===== config.mk =====
export PLATFORM = sky130hd
export DESIGN_NAME = icache_dm
export DESIGN_NICKNAME = d
export VERILOG_FILES = /design/src/rtl/icache_dm.sv
export SDC_FILE = /design/constraint.sdc
export NUM_CORES = 1
export LEC_CHECK = 0
export CELL_PAD_IN_SITES_DETAIL_PLACEMENT = 1
export CELL_PAD_IN_SITES_GLOBAL_PLACEMENT = 1
export CORE_MARGIN = 10
export CORE_UTILIZATION = 47
export CTS_CLUSTER_DIAMETER = 120
export DETAILED_ROUTE_END_ITERATION = 10
export PLACE_DENSITY_LB_ADDON = 0.05
export SETUP_SLACK_MARGIN = 0.2
export SKIP_CTS_REPAIR_TIMING = 1
export SYNTH_ARGS = -nofsm -noshare
export SYNTH_HDL_FRONTEND = slang
export SYNTH_SLANG_ARGS = --single-unit

===== constraint.sdc =====
create_clock -name clk -period 12.61 [get_ports clk]
set_input_delay 2.522 -clock clk [delete_from_list [all_inputs] [get_ports clk]]
set_output_delay 2.522 -clock clk [all_outputs]
set_load 0.02 [all_outputs]

===== src/rtl/icache_dm.sv =====
// icache_dm: direct-mapped read-only instruction cache with 4-word lines and a single-outstanding refill.
// Defining ICACHE_PERF_CNT_EN adds saturating hit_cnt/miss_cnt outputs.
module icache_dm #(
  parameter int NUM_LINES = 8,
  localparam int IDX_W = $clog2(NUM_LINES),
  localparam int TAG_W = 28 - IDX_W
) (
  input  logic         clk,
  input  logic         rst_n,
  input  logic         proc_read,
  input  logic         proc_write,
  input  logic [29:0]  proc_addr,
  input  logic [31:0]  proc_wdata,
  output logic [31:0]  proc_rdata,
  output logic         proc_stall,
  output logic         mem_read,
  output logic         mem_write,
  output logic [27:0]  mem_addr,
  output logic [127:0] mem_wdata,
  input  logic [127:0] mem_rdata,
  input  logic         mem_ready
`ifdef ICACHE_PERF_CNT_EN
  ,
  output logic [31:0]  hit_cnt,
  output logic [31:0]  miss_cnt
`endif
);

  localparam logic [1:0] ST_IDLE   = 2'd0;
  localparam logic [1:0] ST_REFILL = 2'd1;
  localparam logic [1:0] ST_DONE   = 2'd2;

  logic [1:0]           state_r;
  logic [1:0]           state_nxt_s;
  logic [NUM_LINES-1:0] valid_r;
  logic [TAG_W-1:0]     tag_r [NUM_LINES];
  logic [127:0]         data_r [NUM_LINES];
  logic                 mem_read_r;
  logic [27:0]          mem_addr_r;
  logic [IDX_W-1:0]     idx_s;
  logic [IDX_W-1:0]     fill_idx_s;
  logic [TAG_W-1:0]     tag_s;
  logic [TAG_W-1:0]     fill_tag_s;
  logic [127:0]         line_s;
  logic [31:0]          word_s;
  logic                 hit_s;
  logic                 miss_s;
  logic                 fill_s;
  logic                 unused_s;

  // Writes are meaningless for an instruction cache; fold them into a sink.
  assign unused_s   = ^{proc_write, proc_wdata};

  assign idx_s      = proc_addr[IDX_W+1:2];
  assign tag_s      = proc_addr[29:IDX_W+2];
  assign fill_idx_s = mem_addr_r[IDX_W-1:0];
  assign fill_tag_s = mem_addr_r[27:IDX_W];
  assign line_s     = data_r[idx_s];
  assign hit_s      = proc_read & valid_r[idx_s] & (tag_r[idx_s] == tag_s);
  assign miss_s     = (state_r == ST_IDLE) & proc_read & ~hit_s;
  // Refill completes off the registered line address, never the live fetch address.
  assign fill_s     = (state_r == ST_REFILL) & mem_ready;

  assign mem_read   = mem_read_r;
  assign mem_addr   = mem_addr_r;
  assign mem_write  = 1'b0;
  assign mem_wdata  = 128'd0;

  // Word select within the indexed line; zero-latency hit data.
  always_comb begin
    word_s = 32'd0;
    case (proc_addr[1:0])
      2'd0:    word_s = line_s[31:0];
      2'd1:    word_s = line_s[63:32];
      2'd2:    word_s = line_s[95:64];
      2'd3:    word_s = line_s[127:96];
      default: word_s = 32'd0;
    endcase
    if (hit_s) begin
      proc_rdata = word_s;
    end else begin
      proc_rdata = 32'd0;
    end
  end

  // Stall and next-state decode.
  always_comb begin
    proc_stall  = 1'b1;
    state_nxt_s = state_r;
    case (state_r)
      ST_IDLE: begin
        proc_stall = miss_s;
        if (miss_s) begin
          state_nxt_s = ST_REFILL;
        end else begin
          state_nxt_s = ST_IDLE;
        end
      end
      ST_REFILL: begin
        proc_stall = 1'b1;
        if (mem_ready) begin
          state_nxt_s = ST_DONE;
        end else begin
          state_nxt_s = ST_REFILL;
        end
      end
      ST_DONE: begin
        proc_stall  = 1'b1;
        state_nxt_s = ST_IDLE;
      end
      default: begin
        proc_stall  = 1'b1;
        state_nxt_s = ST_IDLE;
      end
    endcase
  end

  // Control state, refill request and line valid bits.
  always_ff @(posedge clk or negedge rst_n) begin
    if (!rst_n) begin
      state_r    <= ST_IDLE;
      mem_read_r <= 1'b0;
      mem_addr_r <= 28'd0;
      valid_r    <= {NUM_LINES{1'b0}};
    end else begin
      state_r <= state_nxt_s;
      if (miss_s) begin
        mem_read_r <= 1'b1;
        mem_addr_r <= proc_addr[29:2];
      end else if (fill_s) begin
        mem_read_r          <= 1'b0;
        valid_r[fill_idx_s] <= 1'b1;
      end
    end
  end

  // Tag and data storage; an aliasing miss simply overwrites the line.
  always_ff @(posedge clk) begin
    if (fill_s) begin
      data_r[fill_idx_s] <= mem_rdata;
      tag_r[fill_idx_s]  <= fill_tag_s;
    end
  end

`ifdef ICACHE_PERF_CNT_EN
  logic [31:0] hit_cnt_r;
  logic [31:0] miss_cnt_r;

  // Saturating hit/miss counters.
  always_ff @(posedge clk or negedge rst_n) begin
    if (!rst_n) begin
      hit_cnt_r  <= 32'd0;
      miss_cnt_r <= 32'd0;
    end else begin
      if ((state_r == ST_IDLE) && hit_s && (hit_cnt_r != 32'hFFFF_FFFF)) begin
        hit_cnt_r <= hit_cnt_r + 32'd1;
      end
      if (miss_s && (miss_cnt_r != 32'hFFFF_FFFF)) begin
        miss_cnt_r <= miss_cnt_r + 32'd1;
      end
    end
  end

  assign hit_cnt  = hit_cnt_r;
  assign miss_cnt = miss_cnt_r;
`endif

endmodule


======== Yosys cells after proc, flatten, opt, wreduce, memory -nomap -nowiden ========
Memories as Yosys holds them, arrays and structs flattened.
Index checks and enable logic that the tools add are counted.
word-level totals
  register bits ........................... 39
  memory bits (writable) .................. 1224
  bits of input ports ..................... 195
  output and inout bits ................... 191
  logic and storage cells ................. 41
  memories ................................ 2
cells by class
  $lt $le $gt $ge ......................... 3
  equal/unequal tests ..................... 5
  multiplexer cells ....................... 14
  bitwise gates (word level) .............. 8
  reduce and logical (&&, ||, !) cells .... 5
memory list
  memory  words  width  rd ports  clocked after Yosys merged registers in  wr ports  line  RTL
  data_r  8      128    1         0                                        1         37    logic [127:0] data_r [NUM_LINES];
  tag_r   8      25     1         0                                        1         36    logic [TAG_W-1:0] tag_r [NUM_LINES];
operators with widths
  kind                                                                   number
  32-bit case mux with 4 select lines                                    1
  32-bit two-way mux                                                     1
  25-bit equality test                                                   1
  3-bit by 4-bit < comparator with 1-bit output, second input constant   2
  1-bit two-way mux                                                      8
  8-bit bitwise OR                                                       1
  1-bit AND                                                              5
  2-bit by 1-bit equality test with 1-bit output, second input constant  2
  2-bit equality test, second input constant                             2
  2-bit logical NOT                                                      2
  2-bit case mux with 2 select lines                                     1
  1-bit binary-select mux with 3-bit select                              1
  1-bit demux with 3-bit select                                          1
  3-bit by 1-bit >= comparator with 1-bit output, second input constant  1
  2-bit two-way mux                                                      1
  1-bit NOT                                                              2
  2-bit AND reduction                                                    1
  2-bit nonzero test                                                     1
  1-bit logical AND                                                      1

======== Depth between registers and ports, before layout ========
  word-level depth ........................ 8
  depth in mapped cells ................... 11
  mapped depth without buffers ............ 7

======== Least setup slack after synthesis ========
Ideal clock, no wire load.
  path type ............................... input port to flip-flop
  from .................................... input mem_ready
  to ...................................... register valid_r[1]
  setup time .............................. 0.131 ns
  data arrival time ....................... 14.111 ns
  slack ................................... -1.632 ns
  stages on the path ...................... 4
  buffers on the path ..................... 0
  path through ............................ and3_1 > nand2_1 > nor3_1 > or2_2
on the way
  word-level cells in the longest chain between the ends .. 2
RTL lines
  element                               line  RTL
  start: declaration                    21    input logic mem_ready
  1-bit AND                             62    assign fill_s = (state_r == ST_REFILL) & mem_ready;
  2-bit AND reduction (no source line)  n/a
  end signal: assignment                124   valid_r <= {NUM_LINES{1'b0}};
  end: declaration                      35    logic [NUM_LINES-1:0] valid_r;
No other way between the ends.
A chain may end at the register's enable or synchronous reset.

======== Worst setup path after layout ========
  from .................................... input proc_addr[2]
  to ...................................... output proc_rdata[26]
on the way
  word-level cells in the longest chain between the ends .. 5
  elaborated cells between the ends (all ways) .. 9
  classes of those cells .................. 1 x eq/ne; 4 x mux; 2 x bitwise; 2 x memory
RTL lines
  element                                                    line  RTL
  start: declaration                                         12    input logic [29:0] proc_addr,
  branches (longest 4 deep; another with memory 8 x 25 bit)  n/a
  32-bit two-way mux *                                       79    if (hit_s) begin
  end: declaration                                           14    output logic [31:0] proc_rdata,
Mark *: on every way between the ends. The select of a mux whose other input is x is not followed.

==> load_flow_metrics.sql <==
INSERT INTO impl_metrics (metric_group, metric, value, unit) VALUES
('status', 'run_status', 'finished clean', ''),
('synthesis', 'area_fraction_in_and_or_nand_and_nor_cells_after_synthesis', '0.009362', ''),
('place', 'hpwlAfterDp', '61590', 'µm'),
('synthesis', 'synthesis.area', '49180', 'µm²'),
('sta', 'fin_crit', '9.948', 'ns'),
('cells_and_area', 'flow.area_growth_from_synthesis', '15.57', '%'),
('sta', 'aggregate_negative_setup_slack', '0', 'ns'),
('setup_path', 'required', '10.09', 'ns'),
('synthesis', 'ys_types', '44', ''),
('setup_path', 'reg2reg_to', 'tag_r[6][5]$_DFFE_PP_', ''),
('flow_run', 'maxCapViolations', '0', ''),
('grt', 'grt_use_total', '0.1918', ''),
('die', 'dieWidth', '343.5', 'µm'),
('clock_tree', 'cts_tree', 'yes', ''),
('setup_path', 'ff2ff_setup_slack', '8.67', 'ns'),
('setup_path', 'origin_of_the_worst_setup_path', 'proc_addr[2]', ''),
('grt', 'overflow', '0', ''),
('sta', 'timing.fmax', '0.1005', 'GHz'),
('die', 'row_count', '118', ''),
('setup_path', 'crit_top_cell', 'sky130_fd_sc_hd__buf_4', ''),
('sta', 'setup_violations', '0', ''),
('setup_path', 'cp_slowest_stage_delay', '0.80', 'ns'),
('cells_and_area', 'mostFrequentLayoutCells', '1224 x sky130_fd_sc_hd__edfxtp_1, 366 x sky130_fd_sc_hd__mux4_2, 217 x sky130_fd_sc_hd__clkdlybuf4s50_1', ''),
('setup_path', 'ff2ff_path_depth', '6', ''),
('die', 'die_area', '118000', 'µm²'),
('sta', 'rsz0062_at_grt', 'no', ''),
('clock_tree', 'clock_sink_count', '1263', ''),
('clock_tree', 'cts_root_buffer', 'sky130_fd_sc_hd__clkbuf_16', ''),
('grt', 'antenna_found_initial', '23', ''),
('power', 'pwr_density_cell', '171.5', 'nW/µm²'),
('synthesis', 'synth_compound_area_frac', '0.003002', ''),
('synthesis', 'postSynthRegisterBits', '1263', ''),
('detailed_routing', 'wl_per_cell', '29.04', 'µm'),
('die', 'die_h', '343.5', 'µm'),
('power', 'report.power.total', '9.750', 'mW'),
('detailed_routing', 'via_count', '21960', ''),
('clock_tree', 'cts.clk_slew.worst_paths', '0.06', 'ns'),
('cells_and_area', 'final_cells', '3882', ''),
('setup_path', 'worstSetupEndpointType', 'output port', ''),
('die', 'initial_utilization', '0.4745', ''),
('cells_and_area', 'drive_above_1_share', '0.2402', ''),
('detailed_routing', 'drt_drc_violations_left', '0', ''),
('synthesis', 'yosysSeqAreaShare', '0.7672', ''),
('sta', 'layout_setup_ws', '2.662', 'ns'),
('grt', 'pin_count_of_the_biggest_net_entering_global_routing', '141', ''),
('sta', 'finalMaxSlewViolations', '0', ''),
('cells_and_area', 'layout.nets', '2580', ''),
('cells_and_area', 'commonest_non_fill_non_tap_cell_in_the_layout', 'sky130_fd_sc_hd__edfxtp_1', ''),
('clock_tree', 'cts-root-to-sink-buffers', '3', ''),
('detailed_routing', 'viasPerCell', '5.656', ''),
('synthesis', 'synth_ff_type', 'sky130_fd_sc_hd__edfxtp_1', ''),
('setup_path', 'worstPathMaxFanout', '70', ''),
('sta', 'finalClockSkew', '0.01997', 'ns'),
('synthesis', 'ys_warn_count', '0', ''),
('place', 'numPlacedInstances', '3628', ''),
('setup_path', 'type_of_origin_of_the_critical_path', 'input pin', ''),
('sta', 'tightest_slew', '1.165', 'ns'),
('setup_path', 'setup.worst_path.end', 'proc_rdata[26]', ''),
('setup_path', 'worst-path-buf-inv', '4', ''),
('power', 'worst_ir_drop_vdd', '116.8', 'µV'),
('sta', 'final.period_utilization', '0.7889', ''),
('setup_path', 'crit_path_cell_trace', 'buf_8 -> buf_4 -> mux4_2 -> mux2i_1 -> xor2_1 -> nand2b_1 -> nor4_1 -> nand4_1 -> buf_4 -> nor2_1 -> clkdlybuf4s50_1', ''),
('detailed_routing', 'drtPass1Iterations', '5', ''),
('setup_path', 'crit_type', 'in -> out', ''),
('power', 'static-leakage-power', '18.15', 'nW'),
('place', 'cell_area_placed', '52660', 'µm²'),
('setup_path', 'r2r-start', 'state_r[1]$_DFF_PN0_', ''),
('grt', 'grt_pass1_vias', '24020', ''),
('synthesis', 'synth_edf_count', '1224', ''),
('setup_path', 'crit_path_top_delay_cell', 'sky130_fd_sc_hd__buf_4', ''),
('synthesis', 'synth-adder-area-share', '0', '');
## metrics by stage
step / util / hold WS (ns)
4_1_cts: 0.5482 / 0.4687
5_1_grt: 0.5483 / 0.4818
6_report: 0.5484 / 0.4622
3_3_place_gp: 0.5081 / 0.4458
3_5_place_dp: 0.5081 / 0.4545
2_1_floorplan: - / 0.4337
## flip-flops by register name, summed over array words and instances, names as in the netlist
signal / count
valid_r: 8
mem_read: 1
mem_addr: 28
state_r: 2
tag_r: 200
data_r: 1024
## kinds of logic after synthesis
family                    count (synthesis)
DFF                                    1263
muxes                                   463
buffers and inverters                   229
and+or+nand+nor                          93
xor gates and xnor gates                 22
AOI/OAI and AO/OA                        19
other                                     1
## how the worst min path moves through the flow
stage / startpoint / end / slack [ns] / cells after the start
2_1_floorplan: valid_r[2]$_DFFE_PN0P_ / valid_r[2]$_DFFE_PN0P_ / 0.43 / 1
3_5_place_dp: valid_r[4]$_DFFE_PN0P_ / valid_r[4]$_DFFE_PN0P_ / 0.45 / 1
4_1_cts: valid_r[6]$_DFFE_PN0P_ / valid_r[6]$_DFFE_PN0P_ / 0.47 / 1
3_3_place_gp: valid_r[2]$_DFFE_PN0P_ / valid_r[2]$_DFFE_PN0P_ / 0.45 / 1
5_1_grt: valid_r[2]$_DFFE_PN0P_ / valid_r[2]$_DFFE_PN0P_ / 0.48 / 1
6_report: valid_r[4]$_DFFE_PN0P_ / valid_r[4]$_DFFE_PN0P_ / 0.46 / 1
## cells in the mapped netlist (4+ instances only)
cell / count / area share
sky130_fd_sc_hd__a31oi_1: 4 / 0.00051
sky130_fd_sc_hd__buf_1: 31 / 0.0024
sky130_fd_sc_hd__buf_2: 23 / 0.0023
sky130_fd_sc_hd__buf_4: 134 / 0.020
sky130_fd_sc_hd__clkbuf_1: 38 / 0.0029
sky130_fd_sc_hd__dfrtp_1: 39 / 0.020
sky130_fd_sc_hd__edfxtp_1: 1224 / 0.75
sky130_fd_sc_hd__mux2_1: 28 / 0.0064
sky130_fd_sc_hd__mux2i_1: 66 / 0.013
sky130_fd_sc_hd__mux4_2: 366 / 0.17
sky130_fd_sc_hd__nand2_1: 10 / 0.00076
sky130_fd_sc_hd__nand2b_1: 6 / 0.00076
sky130_fd_sc_hd__nand4_1: 4 / 0.00051
sky130_fd_sc_hd__nor2_1: 44 / 0.0034
sky130_fd_sc_hd__or2_2: 8 / 0.0010
sky130_fd_sc_hd__xnor2_1: 5 / 0.00089
sky130_fd_sc_hd__xor2_1: 17 / 0.0030
## layer usage
layer,wire length [µm],GRT usage
met2,55930,0.3152
met4,1718,0.04914
met1,48060,0.2569
met5,172,0
met3,6834,0.04667
## area by class of cell
class	instances	share of cell area
multi-input cells	726	0.1868
inverters	3	0.0001981
clock inverters	70	0.008959
repair buffers	256	0.04524
flip-flops and latches	1263	0.6638
diodes	8	0.0003522
clock buffers	176	0.06419
well taps	1380	0.03038
## report_power, final
group	total (mW)	internal, mW	leakage [nW]	switching, mW
Clock	3.72	2.16	2.03	1.56
Combinational	0.905	0.370	4.64	0.534
Sequential	5.12	4.97	11.5	0.152
Total	9.75	7.50	18.2	2.25
No activity file was read; power rests on OpenSTA's default activity.
